===== src/rtl/mem_bus_arbiter_pkg.sv =====
// mem_bus_arbiter_pkg
//   Shared definitions for the SoC memory bus arbiter:
//   - FSM state encoding (ST_IDLE / ST_ISSUE / ST_WAIT / ST_RESP)
//   - default memory latency
//   - SoC address-map constants used by the RAM/MMIO/ROM decode
//   - round-robin pointer advance helper
package mem_bus_arbiter_pkg;

  typedef enum logic [1:0] {
    ST_IDLE  = 2'd0,
    ST_ISSUE = 2'd1,
    ST_WAIT  = 2'd2,
    ST_RESP  = 2'd3
  } state_t;

  localparam int MEM_LAT_DEFAULT = 1;

  // SoC address map (byte addresses).
  localparam logic [31:0] RAM_BASE  = 32'h0000_0000;
  localparam logic [31:0] RAM_MASK  = 32'hFFFF_0000;
  localparam logic [31:0] MMIO_BASE = 32'h0001_0000;
  localparam logic [31:0] MMIO_MASK = 32'hFFFF_0000;
  localparam logic [31:0] ROM_BASE  = 32'hFFFF_0000;
  localparam logic [31:0] ROM_MASK  = 32'hFFFF_0000;

  // Pointer moves to the slot after the winner; the round-robin ring is
  // 1..last, requester 0 is never part of it.
  function automatic logic [2:0] rr_advance(input logic [2:0] win,
                                            input logic [2:0] last);
    return (win == last) ? 3'd1 : win + 3'd1;
  endfunction

endpackage


===== src/rtl/mem_bus_arbiter_rr_pick.sv =====
// mem_bus_arbiter_rr_pick
//   Combinational round-robin picker over requesters 1..N_REQ-1.
//   Ports:
//     elig_i  [N_REQ-1:1] eligible requests (bit i = requester i)
//     ptr_i   [2:0]       first index to consider (1..N_REQ-1)
//     win_o   [2:0]       winning index (0 when nothing is eligible)
//     valid_o             a winner exists
module mem_bus_arbiter_rr_pick #(
  parameter int N_REQ = 3
) (
  input  logic [N_REQ-1:1] elig_i,
  input  logic [2:0]       ptr_i,
  output logic [2:0]       win_o,
  output logic             valid_o
);

  // Index reached after stepping 'off' slots from p around the ring 1..N_REQ-1.
  function automatic int wrap_idx(input logic [2:0] p, input int off);
    int c;
    c = int'({29'd0, p}) + off;
    if (c >= N_REQ) c = c - (N_REQ - 1);
    return c;
  endfunction

  always_comb begin
    win_o   = 3'd0;
    valid_o = 1'b0;
    for (int off = 0; off < N_REQ - 1; off++) begin
      for (int i = 1; i < N_REQ; i++) begin
        if (!valid_o && elig_i[i] && (wrap_idx(ptr_i, off) == i)) begin
          valid_o = 1'b1;
          win_o   = 3'(i);
        end
      end
    end
  end

endmodule


===== src/rtl/mem_bus_arbiter.sv =====
// mem_bus_arbiter
//   Shares the single SoC memory bus between N_REQ requesters. Requester 0
//   (debug) has absolute priority, 1..N_REQ-1 are served round-robin. One
//   transaction in flight: ISSUE (mem_op strobe), MEM_LAT-1 WAIT cycles,
//   RESP (ack pulse + rdata).
//
//   Handshake: a requester raises req[i] and holds req_adr/req_wdata/req_wren
//   stable until it sees ack[i] high for one cycle; rdata is valid only in
//   that ack cycle. Dropping req after grant does not cancel the transaction.
//
//   Ports:
//     clk, n_reset              clock, async active-low reset
//     req       [N_REQ]         per-requester request
//     req_adr   [N_REQ*AW]      packed addresses, requester i at [i*AW +: AW]
//     req_wdata [N_REQ*32]      packed write data
//     req_wren  [N_REQ*4]       packed byte enables (all zero = read)
//     ack       [N_REQ]         one-cycle completion pulse
//     rdata     [32]            read data, zero outside the ack cycle
//     busy                      transaction in flight
//     gnt_id    [3]             current / last granted requester
//     mem_op                    bus strobe, one cycle per transaction
//     mem_adr, mem_di, mem_wren address, write data, byte enables to memory
//     mem_do    [32]            OR-combined read data from slaves
module mem_bus_arbiter
  import mem_bus_arbiter_pkg::*;
#(
  parameter int N_REQ   = 3,
  parameter int MEM_LAT = MEM_LAT_DEFAULT,
  parameter int AW      = 32
) (
  input  logic              clk,
  input  logic              n_reset,
  input  logic [N_REQ-1:0]  req,
  input  logic [N_REQ*AW-1:0] req_adr,
  input  logic [N_REQ*32-1:0] req_wdata,
  input  logic [N_REQ*4-1:0]  req_wren,
  output logic [N_REQ-1:0]  ack,
  output logic [31:0]       rdata,
  output logic              busy,
  output logic [2:0]        gnt_id,
  output logic              mem_op,
  output logic [AW-1:0]     mem_adr,
  output logic [31:0]       mem_di,
  output logic [3:0]        mem_wren,
  input  logic [31:0]       mem_do
);

  localparam logic [1:0] LAT_M2   = 2'((MEM_LAT >= 2) ? MEM_LAT - 2 : 0);
  localparam logic [2:0] LAST_IDX = 3'(N_REQ - 1);

  state_t        state_q, state_d;
  logic [2:0]    gnt_q, gnt_d;
  logic [2:0]    ptr_q, ptr_d;
  logic [AW-1:0] adr_q, adr_d;
  logic [31:0]   di_q, di_d;
  logic [3:0]    we_q, we_d;
  logic [1:0]    cnt_q, cnt_d;

  logic [N_REQ-1:0] ack_vec;
  logic [N_REQ-1:0] elig;
  logic [2:0]       rr_win;
  logic             rr_valid;
  logic [2:0]       win;
  logic             win_valid;
  logic [AW-1:0]    sel_adr;
  logic [31:0]      sel_di;
  logic [3:0]       sel_we;

  always_comb begin
    ack_vec = '0;
    for (int i = 0; i < N_REQ; i++) begin
      ack_vec[i] = (state_q == ST_RESP) && (gnt_q == 3'(i));
    end
  end

  // The requester being acked still holds req this cycle; masking it stops
  // it from being granted a second, phantom transaction.
  assign elig = req & ~ack_vec;

  mem_bus_arbiter_rr_pick #(
    .N_REQ(N_REQ)
  ) u_rr_pick (
    .elig_i (elig[N_REQ-1:1]),
    .ptr_i  (ptr_q),
    .win_o  (rr_win),
    .valid_o(rr_valid)
  );

  always_comb begin
    win       = rr_win;
    win_valid = rr_valid;
    if (elig[0]) begin
      win       = 3'd0;
      win_valid = 1'b1;
    end
  end

  always_comb begin
    sel_adr = '0;
    sel_di  = '0;
    sel_we  = '0;
    for (int i = 0; i < N_REQ; i++) begin
      if (win == 3'(i)) begin
        sel_adr = req_adr[i*AW +: AW];
        sel_di  = req_wdata[i*32 +: 32];
        sel_we  = req_wren[i*4 +: 4];
      end
    end
  end

  always_comb begin
    state_d = state_q;
    gnt_d   = gnt_q;
    ptr_d   = ptr_q;
    adr_d   = adr_q;
    di_d    = di_q;
    we_d    = we_q;
    cnt_d   = cnt_q;
    case (state_q)
      ST_IDLE, ST_RESP: begin
        if (win_valid) begin
          state_d = ST_ISSUE;
          gnt_d   = win;
          adr_d   = sel_adr;
          di_d    = sel_di;
          we_d    = sel_we;
          if (win != 3'd0) ptr_d = rr_advance(win, LAST_IDX);
        end else begin
          state_d = ST_IDLE;
        end
      end
      ST_ISSUE: begin
        if (MEM_LAT > 1) begin
          state_d = ST_WAIT;
          cnt_d   = 2'd0;
        end else begin
          state_d = ST_RESP;
        end
      end
      ST_WAIT: begin
        if (cnt_q == LAT_M2) state_d = ST_RESP;
        else                 cnt_d   = cnt_q + 2'd1;
      end
      default: state_d = ST_IDLE;
    endcase
  end

  always_ff @(posedge clk or negedge n_reset) begin
    if (!n_reset) begin
      state_q <= ST_IDLE;
      gnt_q   <= 3'd0;
      ptr_q   <= 3'd1;
      adr_q   <= '0;
      di_q    <= '0;
      we_q    <= '0;
      cnt_q   <= '0;
    end else begin
      state_q <= state_d;
      gnt_q   <= gnt_d;
      ptr_q   <= ptr_d;
      adr_q   <= adr_d;
      di_q    <= di_d;
      we_q    <= we_d;
      cnt_q   <= cnt_d;
    end
  end

  // Strobe and byte enables are gated to ISSUE so every slave stays off the
  // OR-combined read bus in all other cycles.
  assign mem_op   = (state_q == ST_ISSUE);
  assign mem_wren = mem_op ? we_q : 4'd0;
  assign mem_adr  = adr_q;
  assign mem_di   = di_q;
  assign busy     = (state_q != ST_IDLE);
  assign gnt_id   = gnt_q;
  assign ack      = ack_vec;
  assign rdata    = (state_q == ST_RESP) ? mem_do : 32'd0;

endmodule


===== config.mk =====
export PLATFORM = sky130hd
export DESIGN_NAME = mem_bus_arbiter
export DESIGN_NICKNAME = d
export VERILOG_FILES = /design/src/rtl/mem_bus_arbiter_pkg.sv /design/src/rtl/mem_bus_arbiter_rr_pick.sv /design/src/rtl/mem_bus_arbiter.sv
export SDC_FILE = /design/constraint.sdc
export NUM_CORES = 1
export LEC_CHECK = 0
export CAP_MARGIN = 20
export CORE_AREA = 5 5 132 134
export CTS_BUF_LIST = sky130_fd_sc_hd__clkbuf_4
export DETAILED_ROUTE_END_ITERATION = 8
export DIE_AREA = 0 0 137 139
export GPL_TIMING_DRIVEN = 0
export PLACE_DENSITY = 0.74
export SLEW_MARGIN = 25
export SYNTH_ARGS = -nofsm -noshare
export SYNTH_HDL_FRONTEND = slang
export SYNTH_SLANG_ARGS = --single-unit

===== constraint.sdc =====
create_clock -name clk -period 2.84 [get_ports clk]
set_input_delay 0.426 -clock clk [delete_from_list [all_inputs] [get_ports clk]]
set_output_delay 0.426 -clock clk [all_outputs]
set_load 0.03 [all_outputs]

### Yosys cells after proc, flatten, opt, wreduce, memory -nomap -nowiden

Index checks and enable logic that the tools add are counted.

| operators by class | value |
|---|---|
| reduce and logical (&&, ||, !) cells | 23 |
| magnitude comparators | 2 |
| bitwise logic cells | 3 |
| equal/unequal tests | 12 |
| add/subtract/negate cells | 5 |
| multiplexer cells | 27 |

Operators by type and width:

| operator | number |
|---|---|
| $mux W32 | 9 |
| $eq A32 B2 Y1 const B | 2 |
| $eq A32 B3 Y1 const B | 2 |
| $ge A32 B3 Y1 const B | 1 |
| $sub A32 B3 Y32 const B | 1 |
| $mux W4 | 4 |
| $logic_and A1 B1 Y1 | 10 |
| $mux W2 | 4 |
| $mux W1 | 7 |
| $eq A3 B1 Y1 const B | 2 |
| $eq A3 B2 Y1 const B | 2 |
| $logic_not A3 Y1 | 2 |
| $mux W3 | 2 |
| $pmux W2 S3 | 1 |
| $add A3 B1 Y4 const B | 1 |
| $eq A2 B2 Y1 const B | 2 |
| $logic_not A2 Y1 | 2 |
| $reduce_and A2 Y1 | 2 |
| $sub A3 B2 Y4 const B | 1 |
| $add A3 B1 Y3 const B | 1 |
| $and A3 B3 Y3 | 1 |
| $ge A3 B2 Y1 const B | 1 |
| $logic_not A1 Y1 | 3 |
| $not A3 Y3 | 1 |
| other kinds (8) | 8 |

| word-level totals | value |
|---|---|
| register bits after elaboration | 78 |

### Logic depth before layout (Yosys ltp)

| depth | value |
|---|---|
| word-level depth | 23 |
| gate-level depth with buffers | 9 |
| depth with buffers taken out | 7 |

### Hierarchy

Synthesis repeated with hierarchy kept, for this count alone.

| second synthesis, totals | value |
|---|---|
| cell total of the unflattened synthesis | 613 |
| area, all modules | 5,222.5 um^2 |

By module, submodules not included:

| module | times used | cells an instance | area an instance (um^2) |
|---|---|---|---|
| mem_bus_arbiter | 1 | 573 | 4,895.9 |
| mem_bus_arbiter_rr_pick | 1 | 40 | 326.6 |

### Worst setup path before layout

OpenSTA, ideal clock, no wires.

| path | value |
|---|---|
| path kind | reg2reg |
| start | register state_q[0] |
| end | register adr_q[0], in the netlist mem_adr[0] |
| stages on the path, launching flop included | 9 |
| data arrival time | 2.179 ns |
| path slack | 0.537 ns |
| data required time | 2.716 ns |
| buffers on the path | 2 |
| cells stage by stage | dfrtp_1 > ha_1 > and3b_1 > a2111oi_4 > buf_6 > nand2_4 > buf_6 > a211oi_2 > o21ai_1 |

| between the ends | value |
|---|---|
| longest elaborated chain between the ends | 23 |
| elaborated cells between the ends (all ways) | 35 |
| those cells by class | eq/ne: 3; mux: 13; bitwise: 2; reduce/logical: 17 |

Ends and longest elaborated chain:

| item | line | text |
|---|---|---|
| start, declared | mem_bus_arbiter.sv:51 | `state_t state_q, state_d;` |
| start signal, assigned | mem_bus_arbiter.sv:158 | `state_q <= state_d;` |
| $eq A2 B2 Y1 (*) | mem_bus_arbiter.sv:72 | `ack_vec[i] = (state_q == ST_RESP) && (gnt_q == 3'(i));` |
| $logic_and A1 B1 Y1 (*) | mem_bus_arbiter.sv:72 |  |
| via ack[1] | mem_bus_arbiter.sv:37 | `output logic [N_REQ-1:0] ack,` |
| $not A3 Y3 (*) | mem_bus_arbiter.sv:78 | `assign elig = req & ~ack_vec;` |
| $and A3 B3 Y3 (*) | mem_bus_arbiter.sv:78 |  |
| $logic_and A1 B1 Y1 | mem_bus_arbiter_rr_pick.sv:30 | `if (!valid_o && elig_i[i] && (wrap_idx(ptr_i, off) == i)) begin` |
| $mux W1 | mem_bus_arbiter_rr_pick.sv:30 |  |
| $logic_not A1 Y1 | mem_bus_arbiter_rr_pick.sv:30 |  |
| (+4 left out) | -- |  |
| $logic_and A1 B1 Y1 (2 in a row) | mem_bus_arbiter_rr_pick.sv:30 |  |
| $mux W1 | mem_bus_arbiter_rr_pick.sv:30 |  |
| $logic_not A1 Y1 | mem_bus_arbiter_rr_pick.sv:30 |  |
| $logic_and A1 B1 Y1 (2 in a row) | mem_bus_arbiter_rr_pick.sv:30 |  |
| $mux W2 | mem_bus_arbiter_rr_pick.sv:30 |  |
| $mux W3 | mem_bus_arbiter.sv:92 | `if (elig[0]) begin` |
| $logic_not A3 Y1 | mem_bus_arbiter.sv:103 | `if (win == 3'(i)) begin` |
| $mux W32 (3 in a row) | mem_bus_arbiter.sv:103 |  |
| end signal, assigned | mem_bus_arbiter.sv:161 | `adr_q <= adr_d;` |
| end, declared | mem_bus_arbiter.sv:54 | `logic [AW-1:0] adr_q, adr_d;` |

Mark *: on every way through the listed nets, which the timed path passes. The rest lies on a longest branch.
A chain may end at the register's enable or synchronous reset.

### Final worst setup path

| path | value |
|---|---|
| start | register state_q[0] |
| end | output port rdata[5] |

| between the ends | value |
|---|---|
| longest elaborated chain between the ends | 2 |

Ends and longest elaborated chain:

| item | line | text |
|---|---|---|
| $eq A2 B2 Y1 | mem_bus_arbiter.sv:177 | `assign rdata = (state_q == ST_RESP) ? mem_do : 32'd0;` |
| $mux W32 | mem_bus_arbiter.sv:177 |  |
| end, declared | mem_bus_arbiter.sv:38 | `output logic [31:0] rdata,` |

No other way between the ends.

==> flow_summary.toml <==
[timing]
rsz0062_at_grt = "false"
period_needed_ps = 2670
slew_viol_final = 0
max_freq_ghz = 0.374
fin_crit_sh_pct = 94.1
hold_viol_final = 0
hold_ws_ps = 410
relSlewSlack_pct = 65.1
setup-violations-final = 0
tightest_slew_ps = 523
clock_skew_ps = 11.9

[worst_setup_path]
startpoint_type = "register"
worst_setup_path_end_kind = "output port"
cp.required_ps = 2410
cp_max_fo = 10
reg2reg_slack_ps = 230
arrival_ps = 2250
critPathKind = "register to output port"

[route]
drt-initial-drc-count = 213
routedWlPerCell_um = 19.6
drt-pass1-iter-count = 5
vias = 5748
final_antenna_net_count = 0
drc = 0
routed_wl_um = 22700
vias_per_cell = 4.97

[cells_and_area]
final_nets = 1177
layout-drive-gt1-share_pct = 14.7
fillCellCount = 1553
fin_cells = 1157
syn_to_final_growth_pct = 78.0

[logic_synthesis]
synth_area_leaders = "dfrtp_1 37%, a211oi_2 16%, and3_1 8.2%"
synth_flop_cell = "dfrtp_1"
yosysMostFrequentCell = "o21ai_1"
ys_ff_latch = 77
synth_edf_count = 0
netlist_top_cells_count = "79 x o21ai_1, 76 x dfrtp_1, 70 x nand2_1"
syn_inst = 563
synthArstFlopShare_pct = 100
syn_avg_cell_area_um2 = 9.13
syn-num-nets = 810
synth_top_area_share_pct = 37.0
synth_area_leader_cell = "dfrtp_1"
yosys_warnings = 0
syn_area_um2 = 5140
ys_types = 42
synth-seq-area-share_pct = 37.5

[flow_run]
maxCapViolCount = 0

[floorplan]
num_io_pins = 349
die_width_um = 137
num_rows = 47
initial_utilization_pct = 31.8
die_h_um = 139
die-area_um2 = 19000
coreArea_um2 = 16200

[placement]
gp_congestion = 0.876
dp_hpwl_um = 18000
io_buffer_count = 347
dp_cells = 1131

[clock_tree]
insertion_delay_ps = 470
cts_root_buf = "clkbuf_4"
htree_levels = 3
cts_buffers = 9
cts_sinks = 77
clockBufferDepth = 2
cts_tree = "done"
clk_pin_slew_ps = 120

[power_and_ir_drop]
peakVddDrop_uv = 484
p_per_area_nw_per_um2 = 783
power_leakage_nw = 3.86

[global_route]
grt_pass1_wl_um = 33500
antenna_found_initial = 3
grt_max_degree = 44
globalRouteOverflowTotal = 0
grt_use_total_pct = 23.0
grt_pass1_vias = 5794

[outcome]
status = "finished clean"

[min_path]
hold_path_class = "input pin to async pin"
what timing repair did:
| action | in CTS | in global routing |
|---|---|---|
| setup buffers | 2 | 5 |
| pin swaps | 2 | 2 |
| gates resized for setup | 4 | 5 |
| endpoints found under the setup margin | 78 | 59 |
| hold buffers | 1 | 0 |
| hold endpoints to repair | 33 | 0 |
per-stage QoR:
stage               cell area, um2  total power, mW  TNS [ps]  worst slack, ps  util (%)
floorplan                     5140             4.32         0              537         -
global placement              8890             6.37   -133290            -1700      54.9
detailed placement            8910             6.44     -6110             -210      55.1
CTS                           9090             7.23         0             2.07      56.2
global route                  9140             7.63         0             34.0      56.5
finish                        9140             7.16         0              169      56.5
placed cells by master, fill, tap and decap left out, drive strengths merged, types with 3 or more instances in the layout:
master | Yosys | final
a211oi | 67 | 67
a21oi | 3 | 3
and2 | 37 | 37
and3 | 67 | 67
buf | 30 | 39
clkbuf | 24 | 34
clkdlybuf4s50 | 0 | 345
clkinv | 0 | 4
dfrtp | 76 | 76
ha | 6 | 6
inv | 10 | 10
nand2 | 71 | 71
nand3 | 4 | 4
nor2 | 6 | 6
o21ai | 137 | 137
worst max-delay path, stage by stage (launching register included):
cell and delay (ps):
dfrtp_1 420, ha_2 280, clkbuf_2 230, and2_1 180, clkdlybuf4s50_1 680
worst paths after layout:
check | startpoint | endpoint | depth (start not counted)
max | state_q[0] | rdata[5] | 4
min | n_reset | mem_di[3] | 2
max reg2reg | ptr_q[2] | mem_adr[7] | 10
min reg2reg | cnt_q[0] | cnt_q[0] | 1
max in group asynchronous | n_reset | mem_adr[6] | 3
min in group clk | cnt_q[0] | cnt_q[0] | 1
registers in the layout, indices dropped and copies added, names as in the netlist:
signal   flops
cnt_q        2
gnt_id       2
mem_adr     32
mem_di      32
ptr_q        3
state_q      2
we_q         4
kinds of logic after synthesis:
| family | after synthesis | share of synthesized area [%] |
|---|---|---|
| xor gates and xnor gates | 1 | 0.171 |
| adders and majority gates | 6 | 1.46 |
| and+or+nand+nor | 195 | 20.3 |
| other | 1 | 0.0730 |
| muxes | 1 | 0.219 |
| buffers and inverters | 64 | 6.99 |
| DFF | 77 | 37.5 |
| AOI/OAI and AO/OA | 218 | 33.2 |
power by group:
group,switching [mW],leakage [nW],internal (mW)
Clock,0.421,0.0852,0.358
Combinational,2.61,2.83,1.91
Sequential,0.278,0.950,1.58
layout make-up:
| type | count | area (um2) | share of cell area (%) |
|---|---|---|---|
| flip-flops and latches | 77 | 1930 | 21.1 |
| plain buffers | 54 | 328 | 3.59 |
| clock inverters | 6 | 77.6 | 0.849 |
| multi-input cells | 422 | 2850 | 31.2 |
| clock buffers | 10 | 75.1 | 0.821 |
| diodes | 2 | 5.00 | 0.0547 |
| repair buffers | 356 | 3560 | 39.0 |
| well taps | 220 | 275 | 3.01 |
| inverters | 10 | 37.5 | 0.411 |
metal layers:
| metal | vias to the layer above | wire (um) | global-route usage (%) |
|---|---|---|---|
| met5 | - | 7 | 0 |
| met4 | 2 | 702 | 8.82 |
| met3 | 45 | 2100 | 6.97 |
| met2 | 264 | 11300 | 40.4 |
| met1 | 2682 | 8630 | 25.9 |
| li1 | 2755 | - | - |
Note: power is estimated with default switching activity, not from simulation.
